==> src/rtl/audio_dac_i2s_tx.sv <==
// audio_dac_i2s_tx
//
// Serializes 16-bit stereo sample pairs onto the codec DAC I2S lines and
// generates the codec bit clock and LR clock from state_clk. aud_lrck also
// serves as the IIR filter lr_clk, so each filtered pair comes back through
// this block once per frame. The sample side is a one-deep ready/valid
// holding register.
//
// Parameters
//   DIV         state_clk cycles per aud_bclk half-period (>= 2)
//
// Ports
//   state_clk   in   system clock, posedge
//   reset       in   asynchronous active-low reset
//   left_in     in   [15:0] left sample, 2's complement
//   right_in    in   [15:0] right sample, 2's complement
//   in_valid    in   sample pair present
//   in_ready    out  holding register empty
//   aud_bclk    out  codec bit clock, period 2*DIV
//   aud_lrck    out  codec LR clock, 0 = left slot
//   aud_dat     out  serial data, MSB first, one bclk after LRCK edge
//   frame_start out  one-cycle pulse on every shift-register load
//   underrun    out  one-cycle pulse when a load finds no pending pair
//
// Build option
//   AUDIO_TX_UNDERRUN_HOLD_EN  when defined, an underrun replays the last
//                              pair that was loaded normally; otherwise an
//                              underrun plays silence.

module audio_dac_i2s_tx #(
  parameter int DIV = 4
) (
  input  logic        state_clk,
  input  logic        reset,
  input  logic [15:0] left_in,
  input  logic [15:0] right_in,
  input  logic        in_valid,
  output logic        in_ready,
  output logic        aud_bclk,
  output logic        aud_lrck,
  output logic        aud_dat,
  output logic        frame_start,
  output logic        underrun
);

  localparam int            CW       = (DIV > 1) ? $clog2(DIV) : 1;
  localparam logic [CW-1:0] DIV_LAST = CW'(DIV - 1);

  typedef struct packed {
    logic [15:0] l;
    logic [15:0] r;
  } pair_t;

  logic [CW-1:0] div_cnt;
  logic          div_wrap;
  logic          bit_evt;
  logic [4:0]    p;
  logic [4:0]    p_next;
  logic          load;
  logic          capture;
  logic          pending;
  pair_t         hold_q;
  pair_t         fill;
  logic [31:0]   sr;

  assign div_wrap = (div_cnt == DIV_LAST);
  // bclk is high and about to toggle: this wrap is the falling edge.
  assign bit_evt  = div_wrap & aud_bclk;
  assign p_next   = p + 5'd1;
  // The load happens on the bit event that moves p from 0 to 1, so the
  // left MSB is on the wire during p=1, one bclk after LRCK fell at p=0.
  assign load     = bit_evt & (p == 5'd0);
  assign capture  = in_valid & ~pending;
  assign in_ready = ~pending;
  assign aud_dat  = sr[31];

  // bit clock divider
  always_ff @(posedge state_clk or negedge reset) begin
    if (!reset) begin
      div_cnt  <= '0;
      aud_bclk <= 1'b0;
    end else if (div_wrap) begin
      div_cnt  <= '0;
      aud_bclk <= ~aud_bclk;
    end else begin
      div_cnt  <= div_cnt + 1'b1;
    end
  end

  // bit position and LR clock; LRCK is high for the right slot p=16..31,
  // i.e. it leads the right MSB (p=17) by one bit.
  always_ff @(posedge state_clk or negedge reset) begin
    if (!reset) begin
      p        <= '0;
      aud_lrck <= 1'b0;
    end else if (bit_evt) begin
      p        <= p_next;
      aud_lrck <= (p_next >= 5'd16);
    end
  end

  // one-deep holding register. Capture requires pending=0, so it can never
  // coincide with a consuming load; a coincident load is an underrun and the
  // freshly captured pair waits for the next frame.
  always_ff @(posedge state_clk or negedge reset) begin
    if (!reset) begin
      hold_q  <= '0;
      pending <= 1'b0;
    end else begin
      if (capture) begin
        hold_q  <= '{l: left_in, r: right_in};
        pending <= 1'b1;
      end else if (load) begin
        pending <= 1'b0;
      end
    end
  end

`ifdef AUDIO_TX_UNDERRUN_HOLD_EN
  // last normally loaded pair, replayed when the upstream starves
  pair_t last_q;

  always_ff @(posedge state_clk or negedge reset) begin
    if (!reset) begin
      last_q <= '0;
    end else if (load && pending) begin
      last_q <= hold_q;
    end
  end

  assign fill = last_q;
`else
  // starvation plays silence
  assign fill = '0;
`endif

  // output shift register {L, R}, MSB on the pin
  always_ff @(posedge state_clk or negedge reset) begin
    if (!reset) begin
      sr <= '0;
    end else if (load) begin
      sr <= pending ? hold_q : fill;
    end else if (bit_evt) begin
      sr <= {sr[30:0], 1'b0};
    end
  end

  // status pulses, one state_clk wide
  always_ff @(posedge state_clk or negedge reset) begin
    if (!reset) begin
      frame_start <= 1'b0;
      underrun    <= 1'b0;
    end else begin
      frame_start <= load;
      underrun    <= load & ~pending;
    end
  end

endmodule
==> config.mk <==
export PLATFORM = sky130hd
export DESIGN_NAME = audio_dac_i2s_tx
export DESIGN_NICKNAME = d
export VERILOG_FILES = /design/src/rtl/audio_dac_i2s_tx.sv
export SDC_FILE = /design/constraint.sdc
export NUM_CORES = 1
export LEC_CHECK = 0
export BUFFER_PORTS_ARGS = -buffer_cell sky130_fd_sc_hd__buf_2
export CORE_MARGIN = 5
export CORE_UTILIZATION = 55
export DETAILED_ROUTE_END_ITERATION = 6
export PLACE_DENSITY = 0.76
export SLEW_MARGIN = 20
export SYNTH_ARGS = -nofsm -noshare
export SYNTH_HDL_FRONTEND = slang
export SYNTH_SLANG_ARGS = --single-unit
==> constraint.sdc <==
create_clock -name state_clk -period 4.3 [get_ports state_clk]
set_input_delay 0.215 -clock state_clk [delete_from_list [all_inputs] [get_ports state_clk]]
set_output_delay 0.215 -clock state_clk [all_outputs]
set_load 0.05 [all_outputs]
==> flow_metrics.env <==
export IMPL_status="finished, final reports clean"
export IMPL_crit_path_cell_trace="inv_1 > ha_1 > nor4b_4 > buf_4 > nand3_1 > a31oi_1"
export IMPL_clock_sinks=75
export IMPL_die_w_um=85.9
export IMPL_core_area_um2=5540
export IMPL_rows=27
export IMPL_cp_slowest_cell="nor4b_4"
export IMPL_syn_inst=282
export IMPL_cts_max_path_buffers=2
export IMPL_layout_common_cells="75 x dfrtp_1, 39 x buf_2, 35 x nand2_1"
export IMPL_critPathMaxFanout=17
export IMPL_post_cts_setup_buffers=0
export IMPL_rsz0062_at_grt="false"
export IMPL_vias=2133
export IMPL_worstSetupStartpointType="flip-flop"
export IMPL_hold_class="primary input to asynchronous set/reset pin"
export IMPL_worst_clock_skew_ns=0.00903
export IMPL_grt_max_degree=76
export IMPL_placed_cells=374
export IMPL_end_kind="flip-flop"
export IMPL_synth_top_cells_by_area="dfrtp_1 59%, mux2_2 11%, a31oi_1 6.1%"
export IMPL_portBuffers=40
export IMPL_pwr_share_clk=0.372
export IMPL_drt_pass1_iterations=4
export IMPL_drt_antenna_violating_nets=0
export IMPL_setup_tns_ns=0
export IMPL_arrival_ns=2.42
export IMPL_die_h_um=85.9
export IMPL_clk_pin_slew_ns=0.07
export IMPL_fmax_mhz=462
export IMPL_area_sequential_um2=1880
export IMPL_start_util=0.572
export IMPL_vias_per_cell=5.47
export IMPL_die_area_um2=7380
export IMPL_cts_tree="yes"
export IMPL_grt_pass1_vias=2194
export IMPL_first_iter_violations=89
export IMPL_ios=41
export IMPL_finalHoldViolations=0
export IMPL_place_hpwl_um=3600
export IMPL_n_antenna_cell=0
export IMPL_drv_cap=0
export IMPL_cts_root_buffer="clkbuf_8"
export IMPL_stdcell_area_um2=3590
export IMPL_worstPathRequired_ns=4.55
export IMPL_comb_power_share=0.107
export IMPL_hold_buffers=0
export IMPL_ys_seq_area_frac=0.592
export IMPL_swShare=0.222
export IMPL_fill_cells=448
export IMPL_antenna_found_initial=0
export IMPL_power_frac_seq=0.522
export IMPL_drc=0
export IMPL_final_cell_count_no_fill=390
export IMPL_h_tree_depth=3
export IMPL_drive_gt1_frac=0.299
export IMPL_cts_resized_gates=0
export IMPL_path_class="flip-flop to flip-flop"
export IMPL_tightest_slew_ns=0.899
export IMPL_multi_input_area_um2=1140
export IMPL_grt_use_total=0.173
export IMPL_avgSynthCellArea_um2=11.2
export IMPL_grt_first_pass_wirelength_um=9980
export IMPL_max_vdd_ir_drop_mv=0.282
export IMPL_cpPeakStageDelay_ns=0.73
export IMPL_slew_viol_final=0
export IMPL_final_common_cell="dfrtp_1"
export IMPL_post_drt_wl_per_cell_um=14.5
export IMPL_area_growth_pct=13.3
export IMPL_yosys_register_bits=75
export IMPL_ys_types=24
export IMPL_power_switching_mw=0.384
export IMPL_synth_top_area_share=0.592
export IMPL_holdWs_ns=0.00670
export IMPL_grt_overflow=0
export IMPL_internal_power_mw=1.35
export IMPL_leakage_nw=1.58
export IMPL_synth_largest_area_cell="dfrtp_1"
export IMPL_setup_viol=0
export IMPL_synth_area_um2=3170
export IMPL_yosys_warnings=0
export IMPL_cp_top_family="simple AND/OR/NAND/NOR gates"
export IMPL_period_minus_slack_ns=2.17
export IMPL_synth_nets=320
export IMPL_gp_congestion=0.735
export IMPL_p_per_area_nw_per_um2=483
export IMPL_place_area_um2=3350
export IMPL_critPathBufInv=2
export IMPL_period_share=0.504
export IMPL_routed_wl_um=5640
export IMPL_post_route_util=0.648
export IMPL_cts_buffers=9
export IMPL_slew_headroom=0.398
export IMPL_layout_nets=351
export IMPL_clk_latency_ns=0.34
==> flip-flops by register name, indices dropped and copies added (netlist names) <==
register and cells:
div_cnt 2, sr 32, hold_q 32, aud_lrck 1, frame_start 1, pending 1
p 4, underrun 1, aud_bclk 1
==> area by class of cell <==
cell class	instances	share of cell area
clock buffer	12	0.0404
clock inverter	4	0.0272
inverter	3	0.00314
multi-input combinational	181	0.319
sequential	75	0.523
tap	72	0.0251
timing repair buffer	43	0.0627
==> synthesized netlist by cell type, drive strengths merged <==
master,count
nor4b,1
a31oi,31
nor2,33
or4b,1
nor3,1
xor2,1
o21ai,2
inv,3
mux2,32
ha,3
nor2b,1
clkbuf,8
nand4,2
o21bai,1
nand3,32
dfrtp,75
nand2,35
and2,1
xnor2,4
buf,15
==> per-layer routing <==
metal  vias up  GRT usage  part of all wire  wire, um
met5         -          0                 0         0
met4         0     0.0748             0.016        90
met3        10     0.0451             0.050       281
met2        42      0.280              0.49      2750
met1      1049      0.220              0.45      2510
li1       1032          -                 -         -
==> power groups by stage <==
| stage | clock network [mW] | logic (mW) | registers (mW) |
|---|---|---|---|
| 3_5_place_dp | 0 | 0.188 | 0.921 |
| 5_1_grt | 0.695 | 0.208 | 0.923 |
| 2_1_floorplan | 0 | 0.141 | 0.897 |
| 4_1_cts | 0.657 | 0.189 | 0.907 |
| 3_3_place_gp | 0 | 0.179 | 0.915 |
| 6_report | 0.645 | 0.185 | 0.905 |
==> worst paths after layout <==
| kind | from | to | slack (ns) | cells past startpoint |
|---|---|---|---|---|
| setup / recovery | p[0] | sr[6] | 2.13 | 6 |
| hold / removal | reset | div_cnt[0] | 0.007 | 1 |
| setup reg to reg | p[0] | sr[6] | 2.13 | 6 |
| hold reg to reg | div_cnt[0] | div_cnt[0] | 0.43 | 1 |
| max in group asynchronous | reset | hold_q[28] | 3.72 | 1 |
| min in group state_clk | right_in[1] | hold_q[1] | 0.10 | 2 |
==> through the flow <==
step,power (mW),worst slack (ns)
global route,1.83,1.95
detailed placement,1.11,2.14
global placement,1.09,2.22
CTS,1.75,2.11
finish,1.73,2.13
floorplan,1.04,2.58
==> kinds of logic after synthesis <==
kind of cell    share of synthesized area
flops                               0.592
xor+xnor                           0.0138
simple gates                        0.154
mux                                 0.114
buf+inv                            0.0482
fa+ha+maj                          0.0118
compound gates                     0.0667
No activity file was read; power rests on OpenSTA's default activity.
